[src/rtl/mult_div_unit_if.sv]
// Handshake and result bus of the iterative multiply/divide unit.
// The master side is the control unit / register file, the slave side is the unit.
interface mult_div_unit_if #(
   parameter int WIDTH = 32
);
   logic             start;
   logic [1:0]       op;
   logic [WIDTH-1:0] operand_a;
   logic [WIDTH-1:0] operand_b;
   logic             mthi;
   logic             mtlo;
   logic [WIDTH-1:0] mt_data;
   logic             busy;
   logic             done;
   logic [WIDTH-1:0] hi;
   logic [WIDTH-1:0] lo;
   logic             div_by_zero;

   modport master (
      output start, op, operand_a, operand_b, mthi, mtlo, mt_data,
      input  busy, done, hi, lo, div_by_zero
   );

   modport slave (
      input  start, op, operand_a, operand_b, mthi, mtlo, mt_data,
      output busy, done, hi, lo, div_by_zero
   );
endinterface

[src/rtl/mult_div_unit.sv]
// Iterative MULT/MULTU/DIV/DIVU unit holding the architectural HI/LO registers.
// One radix-2 step per clock: shift-add multiply, restoring shift-subtract divide,
// operating on magnitudes with the sign fixed up in a final SIGN cycle.
// Build option: define MDU_DIV_EN to include the divider; without it DIV/DIVU
// starts are ignored and div_by_zero is tied low.
module mult_div_unit #(
   parameter int WIDTH = 32
) (
   input logic            clk,
   input logic            reset,
   mult_div_unit_if.slave bus
);

   localparam int CNT_W = $clog2(WIDTH);

   typedef enum logic [1:0] {
      IDLE = 2'd0,
      RUN  = 2'd1,
      SIGN = 2'd2
   } state_t;

   state_t state, state_nxt;

   // control
   logic             accept, step, finish, mt_wr, op_ok;
   logic [CNT_W-1:0] cnt;
   logic             busy_r, done_r;
   logic [WIDTH-1:0] hi_r, lo_r;

   // datapath: acc_hi is the running partial product / partial remainder,
   // acc_lo holds multiplier bits (shifted out) or dividend/quotient bits
   logic signed [WIDTH-1:0] a_s, b_s;
   logic                    signed_op;
   logic [WIDTH-1:0]        mag_b_r;
   logic [WIDTH:0]          acc_hi;
   logic [WIDTH-1:0]        acc_lo;
   logic                    neg_lo_r;
   logic [WIDTH:0]          mul_sum;
   logic [WIDTH:0]          mul_hi_nxt;
   logic [WIDTH-1:0]        mul_lo_nxt;
   logic [2*WIDTH-1:0]      prod_res;
`ifdef MDU_DIV_EN
   logic                    is_div_r, neg_hi_r, div_zero_r, dbz_r;
   logic [WIDTH:0]          div_shift, div_trial, div_hi_nxt;
   logic [WIDTH-1:0]        div_lo_nxt, quot_res, rem_res;
`endif

   // Absolute value of an operand when the op is signed; raw bits otherwise.
   function automatic logic [WIDTH-1:0] magnitude(input logic signed [WIDTH-1:0] v,
                                                  input logic is_signed);
      logic [WIDTH-1:0] u;
      u = v;
      return (is_signed && (v < 0)) ? (~u + WIDTH'(1)) : u;
   endfunction

   // Two's-complement negate of a single word when en is set.
   function automatic logic [WIDTH-1:0] cond_neg_w(input logic [WIDTH-1:0] v, input logic en);
      return en ? (~v + WIDTH'(1)) : v;
   endfunction

   // Two's-complement negate of the double-width product when en is set.
   function automatic logic [2*WIDTH-1:0] cond_neg_2w(input logic [2*WIDTH-1:0] v,
                                                      input logic en);
      return en ? (~v + (2*WIDTH)'(1)) : v;
   endfunction

   assign a_s       = bus.operand_a;
   assign b_s       = bus.operand_b;
   assign signed_op = ~bus.op[0];

`ifdef MDU_DIV_EN
   assign op_ok = 1'b1;
`else
   assign op_ok = ~bus.op[1];
`endif

   // State register.
   always_ff @(posedge clk) begin
      if (reset) state <= IDLE;
      else       state <= state_nxt;
   end

   // Next-state and per-cycle control strobes.
   always_comb begin
      state_nxt = state;
      accept    = 1'b0;
      step      = 1'b0;
      finish    = 1'b0;
      mt_wr     = 1'b0;
      case (state)
         IDLE: begin
            if (bus.start && op_ok) begin
               accept    = 1'b1;
               state_nxt = RUN;
            end else begin
               mt_wr = 1'b1;
            end
         end
         RUN: begin
            step = 1'b1;
            if (cnt == '0) state_nxt = SIGN;
         end
         SIGN: begin
            finish    = 1'b1;
            state_nxt = IDLE;
         end
         default: state_nxt = IDLE;
      endcase
   end

   // One radix-2 step for each algorithm plus the sign-corrected results.
   always_comb begin
      mul_sum    = acc_hi + (acc_lo[0] ? {1'b0, mag_b_r} : '0);
      mul_hi_nxt = {1'b0, mul_sum[WIDTH:1]};
      mul_lo_nxt = {mul_sum[0], acc_lo[WIDTH-1:1]};
      prod_res   = cond_neg_2w({acc_hi[WIDTH-1:0], acc_lo}, neg_lo_r);
`ifdef MDU_DIV_EN
      div_shift = {acc_hi[WIDTH-1:0], acc_lo[WIDTH-1]};
      div_trial = div_shift - {1'b0, mag_b_r};
      if (!div_trial[WIDTH]) begin
         div_hi_nxt = div_trial;
         div_lo_nxt = {acc_lo[WIDTH-2:0], 1'b1};
      end else begin
         div_hi_nxt = div_shift;
         div_lo_nxt = {acc_lo[WIDTH-2:0], 1'b0};
      end
      quot_res = cond_neg_w(acc_lo, neg_lo_r);
      rem_res  = cond_neg_w(acc_hi[WIDTH-1:0], neg_hi_r);
`endif
   end

   // Datapath registers: load magnitudes on start, then iterate.
   always_ff @(posedge clk) begin
      if (accept) begin
         mag_b_r  <= magnitude(b_s, signed_op);
         acc_hi   <= '0;
         acc_lo   <= magnitude(a_s, signed_op);
         neg_lo_r <= signed_op & (a_s[WIDTH-1] ^ b_s[WIDTH-1]);
`ifdef MDU_DIV_EN
         is_div_r   <= bus.op[1];
         neg_hi_r   <= signed_op & a_s[WIDTH-1];
         div_zero_r <= (bus.operand_b == '0);
`endif
      end else if (step) begin
`ifdef MDU_DIV_EN
         if (is_div_r) begin
            acc_hi <= div_hi_nxt;
            acc_lo <= div_lo_nxt;
         end else begin
            acc_hi <= mul_hi_nxt;
            acc_lo <= mul_lo_nxt;
         end
`else
         acc_hi <= mul_hi_nxt;
         acc_lo <= mul_lo_nxt;
`endif
      end
   end

   // Iteration counter, status flags and the architectural HI/LO registers.
   always_ff @(posedge clk) begin
      if (reset) begin
         cnt    <= '0;
         busy_r <= 1'b0;
         done_r <= 1'b0;
         hi_r   <= '0;
         lo_r   <= '0;
`ifdef MDU_DIV_EN
         dbz_r  <= 1'b0;
`endif
      end else begin
         done_r <= finish;
         if (accept) begin
            busy_r <= 1'b1;
            cnt    <= CNT_W'(WIDTH - 1);
`ifdef MDU_DIV_EN
            dbz_r  <= 1'b0;
`endif
         end else if (step) begin
            cnt <= cnt - CNT_W'(1);
         end
         if (finish) begin
            busy_r <= 1'b0;
`ifdef MDU_DIV_EN
            if (is_div_r) begin
               if (div_zero_r) begin
                  dbz_r <= 1'b1;
               end else begin
                  hi_r <= rem_res;
                  lo_r <= quot_res;
               end
            end else begin
               {hi_r, lo_r} <= prod_res;
            end
`else
            {hi_r, lo_r} <= prod_res;
`endif
         end
         if (mt_wr) begin
            if (bus.mthi) hi_r <= bus.mt_data;
            if (bus.mtlo) lo_r <= bus.mt_data;
         end
      end
   end

   assign bus.busy = busy_r;
   assign bus.done = done_r;
   assign bus.hi   = hi_r;
   assign bus.lo   = lo_r;
`ifdef MDU_DIV_EN
   assign bus.div_by_zero = dbz_r;
`else
   assign bus.div_by_zero = 1'b0;
`endif

endmodule

[src/flat_wrapper.sv]
// flat-port wrapper written by rule: the top's interface ports become plain ports
module mult_div_unit_flat 
#(
   parameter int WIDTH = 32
)
  (clk, reset, bus_start, bus_op, bus_operand_a, bus_operand_b, bus_mthi, bus_mtlo, bus_mt_data, bus_busy, bus_done, bus_hi, bus_lo, bus_div_by_zero);
  mult_div_unit_if #(.WIDTH(WIDTH)) bus_i ();
  input logic clk;
  input logic reset;
  input wire logic [$bits(bus_i.start)-1:0] bus_start;
  input wire logic [$bits(bus_i.op)-1:0] bus_op;
  input wire logic [$bits(bus_i.operand_a)-1:0] bus_operand_a;
  input wire logic [$bits(bus_i.operand_b)-1:0] bus_operand_b;
  input wire logic [$bits(bus_i.mthi)-1:0] bus_mthi;
  input wire logic [$bits(bus_i.mtlo)-1:0] bus_mtlo;
  input wire logic [$bits(bus_i.mt_data)-1:0] bus_mt_data;
  output wire logic [$bits(bus_i.busy)-1:0] bus_busy;
  output wire logic [$bits(bus_i.done)-1:0] bus_done;
  output wire logic [$bits(bus_i.hi)-1:0] bus_hi;
  output wire logic [$bits(bus_i.lo)-1:0] bus_lo;
  output wire logic [$bits(bus_i.div_by_zero)-1:0] bus_div_by_zero;
  assign bus_i.start = bus_start;
  assign bus_i.op = bus_op;
  assign bus_i.operand_a = bus_operand_a;
  assign bus_i.operand_b = bus_operand_b;
  assign bus_i.mthi = bus_mthi;
  assign bus_i.mtlo = bus_mtlo;
  assign bus_i.mt_data = bus_mt_data;
  assign bus_busy = bus_i.busy;
  assign bus_done = bus_i.done;
  assign bus_hi = bus_i.hi;
  assign bus_lo = bus_i.lo;
  assign bus_div_by_zero = bus_i.div_by_zero;
  mult_div_unit #(.WIDTH(WIDTH)) u_core (.clk(clk), .reset(reset), .bus(bus_i));
endmodule
[config.mk]
export PLATFORM = sky130hd
export DESIGN_NAME = mult_div_unit_flat
export DESIGN_NICKNAME = d
export VERILOG_FILES = /design/src/rtl/mult_div_unit_if.sv /design/src/rtl/mult_div_unit.sv /design/src/flat_wrapper.sv
export SDC_FILE = /design/constraint.sdc
export NUM_CORES = 1
export LEC_CHECK = 0
export ABC_AREA = 1
export BUFFER_PORTS_ARGS = -buffer_cell sky130_fd_sc_hd__buf_4
export CAP_MARGIN = 30
export CORE_ASPECT_RATIO = 0.6
export CORE_MARGIN = 2
export CORE_UTILIZATION = 32
export DETAILED_ROUTE_END_ITERATION = 6
export GPL_TIMING_DRIVEN = 0
export SLEW_MARGIN = 20
export SYNTH_ARGS = -nofsm -noshare
export SYNTH_HDL_FRONTEND = slang
export SYNTH_SLANG_ARGS = --single-unit
[constraint.sdc]
create_clock -name clk -period 2.8 [get_ports clk]
set_clock_uncertainty 0.15 [all_clocks]
set_input_delay 0.28 -clock clk [delete_from_list [all_inputs] [get_ports clk]]
set_output_delay 0.28 -clock clk [all_outputs]
set_load 0.05 [all_outputs]
==> impl_results.md, run 1 <==
* Gr ovfl total at 0
* RSZ-0062 raised after global routing: true
* Worst Setup End Kind: flip-flop
* WHS Path Cells at 2
* Clk buf depth at 2
* Core Area at 40400 um^2
* Diode count at 0
* Synth cell count leaders: nand2_1 (605), inv_1 (283), nor2_1 (223), nand3_1 (171), o21ai_0 (167)
* R2R depth at 15
* First-pass GRT wire length at 80300 um
* Seq/Total Area, Yosys at 0.310
* Initial Utilization at 0.324
* Worst VDD drop at 0.440 mV
* Yosys top cell by area: nand2_1
* DRT iter0 DRCs at 1843
* Worst-path clk slew at 0.08 ns
* Post-detailed-route wirelength per cell at 19.1 um
* Clock sinks at 170
* Pre-antenna DRT Iters at 6
* Final Max Tran Viols at 0
* Achievable Freq at 0.375 GHz
* CP Launch Type: flip-flop
* Via density at 5.23
* Syn Inst Count at 2080
* GRT Total Usage at 0.250
* Area occupied by multi-input gates at 7730 um^2
* Final Worst Setup Slack at 0.133 ns
* FILL cells at 4326
* Die H at 161 um
* Setup TNS at 0 ns
* Vias in the first global route at 13184
* Routed wire length at 54400 um
* Overall power at 9.41 mW
* Mapped Nets at 2221
* Die Span X at 265 um
* Area share of the largest cell type after synthesis at 0.173
* FF+latch count, synth at 170
* IO Port Bufs at 167
* Via count at 14891
* Minimum clock period at 2.67 ns
* Dpl ws at -0.201 ns
* Syn_area_per_cell at 6.29 um^2
* Post-route ant nets at 0
* Root Buffer: clkbuf_16
* FF+latch area at 4050 um^2
* Post-synth cell types at 50
* Initial antenna violation count at 0
* # setup viols final at 0
* Most used DFF post-synth: dfxtp_1
* Worst-skew pair later-pin latency at 0.46 ns
* Max Cap Viol at 0
* Die ar. at 42600 um^2
* Fin crit share at 0.953
* # IOs at 170
* DRC at 0
* Leak at 7.67 nW
* PD cells at 585 nW/um^2
* Count leader, synth: nand2_1
* WHS at 0.00821 ns
* HPWL after detailed placement at 44600 um
* Yosys warning count at 0
* WS Path Type: reg2reg
* Slew headroom at 0.421
* Final instance area at 16100 um^2
* Least-Margin Pin Slew at 0.868 ns
* Fin. Hold Viols at 0
* Cell Area, Synth at 13100 um^2
* Status: completed
* Async SR Flop Fraction at 0
* Layout cell share with drive strength beyond 1 at 0.123
* Worst Path Max Fanout at 10
* Worst EP required at 3.01 ns
* Hold crit path type: in2reg
* RD Place Congestion at 0.982
* Cell row count at 57
* Total CTS buffers at 17
* Largest net degree at the start of global routing at 33
* CTS tree: built
* H-tree depth at 4
* Worst path arrival time at 2.88 ns
* Post-DP Area at 15000 um^2
* Synth area leaders: nand2_1 (17%), dfxtp_1 (16%), edfxtp_1 (15%)
* Synth-to-layout area growth at 22.7%
* Nets at 2445
* EDFF count, synth at 65
==> worst max-delay path, stage by stage (launching register included) <==
cell      delay [ns]
edfxtp_1        0.38
buf_6           0.15
buf_2           0.17
nand2_1         0.08
inv_1           0.05
ha_1            0.32
a21oi_1         0.28
o21ai_0         0.18
inv_1           0.09
nand2_1         0.09
nand3_1         0.09
nand3_1         0.17
nand2_1         0.11
nand2_1         0.05
o21bai_1        0.16
inv_1           0.05
==> layout by cell type (no fill, tap or decap), types with 5 or more instances in the layout <==
| master | instances |
|---|---|
| a21oi_1 | 97 |
| a21oi_2 | 5 |
| a31oi_1 | 29 |
| buf_2 | 7 |
| buf_4 | 175 |
| clkbuf_1 | 58 |
| clkbuf_16 | 17 |
| clkinv_4 | 5 |
| dfxtp_1 | 105 |
| dlygate4sd3_1 | 30 |
| edfxtp_1 | 65 |
| ha_1 | 35 |
| inv_1 | 283 |
| nand2_1 | 597 |
| nand2_2 | 13 |
| nand3_1 | 168 |
| nand3_2 | 6 |
| nand3b_1 | 14 |
| nand4_1 | 37 |
| nor2_1 | 220 |
| nor2_2 | 12 |
| nor3_1 | 16 |
| o211ai_1 | 14 |
| o21ai_0 | 165 |
| o21ai_1 | 7 |
| o21bai_1 | 11 |
| or2_2 | 6 |
| xnor2_1 | 15 |
| xor2_1 | 47 |
==> logic make-up after synthesis <==
group / Yosys count / share of synthesized area
other: 1 / 0.000286
and+or+nand+nor: 1108 / 0.361
DFF: 170 / 0.310
buffers and inverters: 359 / 0.106
adders and majority gates: 38 / 0.0369
xor gates and xnor gates: 62 / 0.0415
AOI/OAI and AO/OA: 342 / 0.144
==> power by group <==
part / internal, mW / leakage, nW / switching, mW
clock: 1.34 / 0.286 / 1.13
sequential: 2.92 / 1.49 / 0.515
combinational: 1.15 / 5.90 / 2.35
total: 5.41 / 7.67 / 4.00
==> flip-flops by register name, indices dropped and copies added, names as in the netlist <==
name,flops
u_core.cnt,5
u_core.bus.done,1
u_core.mag_b_r,32
u_core.bus.hi,32
u_core.acc_lo,32
u_core.bus.busy,1
u_core.bus.lo,32
u_core.state,2
u_core.acc_hi,32
u_core.neg_lo_r,1
==> per-layer routing <==
layer | part of all wire | up-vias | track usage
li1 | - | 7202 | -
met5 | 0 | - | 0
met4 | 0.0093 | 0 | 0.0413
met3 | 0.13 | 37 | 0.0807
met1 | 0.50 | 6848 | 0.397
met2 | 0.36 | 804 | 0.321
==> cell type report <==
type	instances	share of cell area
multi-input cells	1551	0.481
flip-flops and latches	170	0.252
repair buffers	205	0.101
inverters	288	0.0674
well taps	531	0.0414
clock buffers	19	0.0269
plain buffers	71	0.0197
clock inverters	13	0.0101
==> what timing repair did <==
item | 4_1_cts | 5_1_grt
buffers inserted | 0 | 6
pin swaps | 0 | 5
endpoints found under the setup margin | 9 | 56
resized for setup | 7 | 24
hold buffers | 30 | 0
hold endpoints to repair | 32 | 0
==> path summary, 6_finish.rpt <==
check / startpoint / end / slack (ns)
setup reg to reg: u_core.acc_lo[0] / u_core.acc_hi[23] / 0.13
setup / recovery: u_core.acc_lo[0] / u_core.acc_hi[23] / 0.13
hold / removal: bus_operand_b[11] / u_core.mag_b_r[11] / 0.008
hold reg to reg: u_core.bus.lo[20] / u_core.bus.lo[20] / 0.34
==> through the flow <==
stage	std cells	util
final	2848	0.397
after global placement	2778	0.371
after detailed placement	2779	0.372
after CTS	2841	0.394
after floorplan	2080	-
after global routing	2848	0.397
(Power assumes the default switching activity.)
==> run 2, diff against run 1 <==
--- a/config.mk
+++ b/config.mk
@@ -6,7 +6,7 @@
 export NUM_CORES = 1
 export LEC_CHECK = 0
 export ABC_AREA = 1
-export BUFFER_PORTS_ARGS = -buffer_cell sky130_fd_sc_hd__buf_4
+export BUFFER_PORTS_ARGS = -buffer_cell sky130_fd_sc_hd__buf_2
 export CAP_MARGIN = 30
 export CORE_ASPECT_RATIO = 0.6
 export CORE_MARGIN = 2
==> impl_results.md, run 2 (same netlist as run 1, synthesis figures left out) <==
* Via count at 14788 (-0.69%)
* DRC at 0 (unchanged)
* Worst-path clk slew at 0.07 ns (about the same)
* Core Area at 40400 um^2 (unchanged)
* CTS tree: built
* Initial Utilization at 0.324 (unchanged)
* H-tree depth at 4 (unchanged)
* Fin. Hold Viols at 0 (unchanged)
* Layout cell share with drive strength beyond 1 at 0.124 (+0.000910)
* Flop pwr share at 0.375 (+0.010)
* Gr ovfl total at 0 (unchanged)
* DRT iter0 DRCs at 2003 (+8.7%)
* Most frequent cells in the layout: nand2_1 (597), inv_1 (283), nor2_1 (219), buf_2 (171), nand3_1 (168)
* # IOs at 170 (unchanged)
* Final instance area at 15400 um^2 (-4.2%)
* Slew headroom at 0.433 (+0.0118)
* Critical path's most frequent cell: nand2_1
* Hold path startpoint: bus_mt_data[30]
* Crit path largest cell delay at 0.38 ns (about the same)
* Worst VDD drop at 0.377 mV (-14%)
* FILL cells at 4388 (+1.4%)
* Worst path arrival time at 2.90 ns (+0.02 ns)
* Area occupied by multi-input gates at 7730 um^2 (about the same)
* CP Buf/Inv Count at 5 (unchanged)
* Routed wire length at 53600 um (-1.5%)
* Cell row count at 57 (unchanged)
* Critical Path Source: u_core.acc_lo[0]
* Clk buf depth at 2 (unchanged)
* Switching part of the total at 0.434 (+0.00846)
* Max Cap Viol at 0 (unchanged)
* Total CTS buffers at 17 (unchanged)
* Post-detailed-route wirelength per cell at 19.0 um (-0.63%)
* Leak at 7.44 nW (-2.9%)
* Critical R2R Launch: u_core.acc_lo[0]
* IO Port Bufs at 167 (unchanged)
* Initial antenna violation count at 2 (+2)
* CP delay by family, top: compound AO/OA/AOI/OAI gates
* Final Max Tran Viols at 0 (unchanged)
* Worst EP required at 3.01 ns (about the same)
* CP Launch Type: flip-flop
* Die H at 161 um (unchanged)
* Dpl ws at -0.201 ns (-0.000785 ns)
* Clock share of power at 0.259 (-0.004)
* Nets at 2420 (-1.0%)
* Minimum clock period at 2.69 ns (+0.0206 ns)
* FF+latch area at 4050 um^2 (unchanged)
* Pint at 5.19 mW (-4.0%)
* Slowest CP cell: edfxtp_1
* Pre-antenna DRT Iters at 6 (unchanged)
* Die ar. at 42600 um^2 (unchanged)
* PD cells at 596 nW/um^2 (+1.7%)
* Root Buffer: clkbuf_16
* Comb power frac at 0.366 (-0.006)
* Setup TNS at 0 ns (unchanged)
* Post-route ant nets at 0 (unchanged)
* # setup viols final at 0 (unchanged)
* Status: completed
* Least-Margin Pin Slew at 0.850 ns (-0.0177 ns)
* Post-DP Area at 14600 um^2 (-2.8%)
* WHS at 0.0161 ns (+0.00787 ns)
* Largest net degree at the start of global routing at 33 (unchanged)
* Synth-to-layout area growth at 17.5%
* Die Span X at 265 um (unchanged)
* Hold crit path type: in2reg
* RD Place Congestion at 0.995 (+1.3%)
* First-pass GRT wire length at 80300 um (about the same)
* HPWL after detailed placement at 44200 um (-0.84%)
* Fin crit share at 0.960 (+0.00735)
* Sw power at 3.97 mW (-0.62%)
* Leading cell type in the layout, fill and taps excluded: nand2_1
* CP cell instances: buf_6 > buf_4 > nand2_1 > inv_1 > ha_1 > inv_1 > o21ai_0 > a21oi_2 > nand2_1 > a21oi_1 > nand2_1 > nand2_1 > nand3_1 > nand2_1 > inv_1
* Worst Path Max Fanout at 10 (unchanged)
* Clock sinks at 170 (unchanged)
* WS Path Type: reg2reg
* Diode count at 0 (unchanged)
* Achievable Freq at 0.372 GHz (-0.77%)
* GRT Total Usage at 0.250 (-0.000340)
* Worst-skew pair later-pin latency at 0.46 ns (about the same)
* Vias in the first global route at 13188 (+0.030%)
* Via density at 5.24 (+0.19%)
* Final Worst Setup Slack at 0.112 ns (-0.0206 ns)
* Worst Setup End Kind: flip-flop
[run 2: changes by cell type in the layout (fill, tap and decap cells not counted), sizes merged]
cell and change:
dlygate4sd3 -21, buf -6, clkbuf +2, clkinvlp +2, bufinv -1, clkinv -1
[run 2: layout make-up]
cell class	instances	area share
multi-input cells	1551	0.502
flip-flops and latches	170	0.263
inverters	288	0.0704
repair buffers	180	0.0629
well taps	531	0.0432
clock buffers	19	0.0281
plain buffers	71	0.0206
clock inverters	13	0.00903
[run 2: worst paths after layout]
check / endpoint / slack (ns) / depth (start not counted)
setup / recovery: u_core.acc_hi[27] / 0.11 / 15
hold / removal: u_core.bus.hi[30] / 0.02 / 3
setup reg to reg: u_core.acc_hi[27] / 0.11 / 15
hold reg to reg: u_core.bus.lo[8] / 0.33 / 2
[run 2: power by group through the flow]
stage	combinational (mW)	clock, mW	sequential, mW
after CTS	3.24	2.39	3.40
after floorplan	1.99	0	3.53
after global placement	3.17	0	3.45
after global routing	3.72	2.51	3.45
after detailed placement	3.22	0	3.45
final	3.36	2.37	3.43
[run 2: what timing repair did]
| action | 4_1_cts | 5_1_grt |
|---|---|---|
| setup buffers | 0 | 3 |
| pin swaps | 0 | 4 |
| hold buffers | 9 | 0 |
| endpoints found under the setup margin | 10 | 55 |
| endpoints found under the hold margin | 9 | 0 |
| resized for setup | 5 | 31 |
[run 2: metal layers]
layer	up-vias	track usage	wire length, um
li1	7136	-	-
met1	6831	0.404	27100
met2	772	0.322	19300
met3	45	0.0656	6580
met4	4	0.0434	628
met5	-	0	25
[run 2: worst reg2reg max path: stages (launching register included)]
cell      delay, ns
edfxtp_1       0.38
buf_6          0.15
buf_4          0.18
nand2_1        0.06
inv_1          0.08
ha_1           0.35
inv_1          0.10
o21ai_0        0.16
a21oi_2        0.25
nand2_1        0.08
a21oi_1        0.27
nand2_1        0.10
nand2_1        0.07
nand3_1        0.09
nand2_1        0.09
inv_1          0.04
[run 2: per-stage QoR]
stage / util / std cells / total power, mW
3_3_place_gp: 0.361 / 2778 / 6.62
3_5_place_dp: 0.361 / 2779 / 6.67
6_report: 0.381 / 2823 / 9.17
4_1_cts: 0.378 / 2820 / 9.03
2_1_floorplan: - / 2080 / 5.52
5_1_grt: 0.381 / 2823 / 9.68
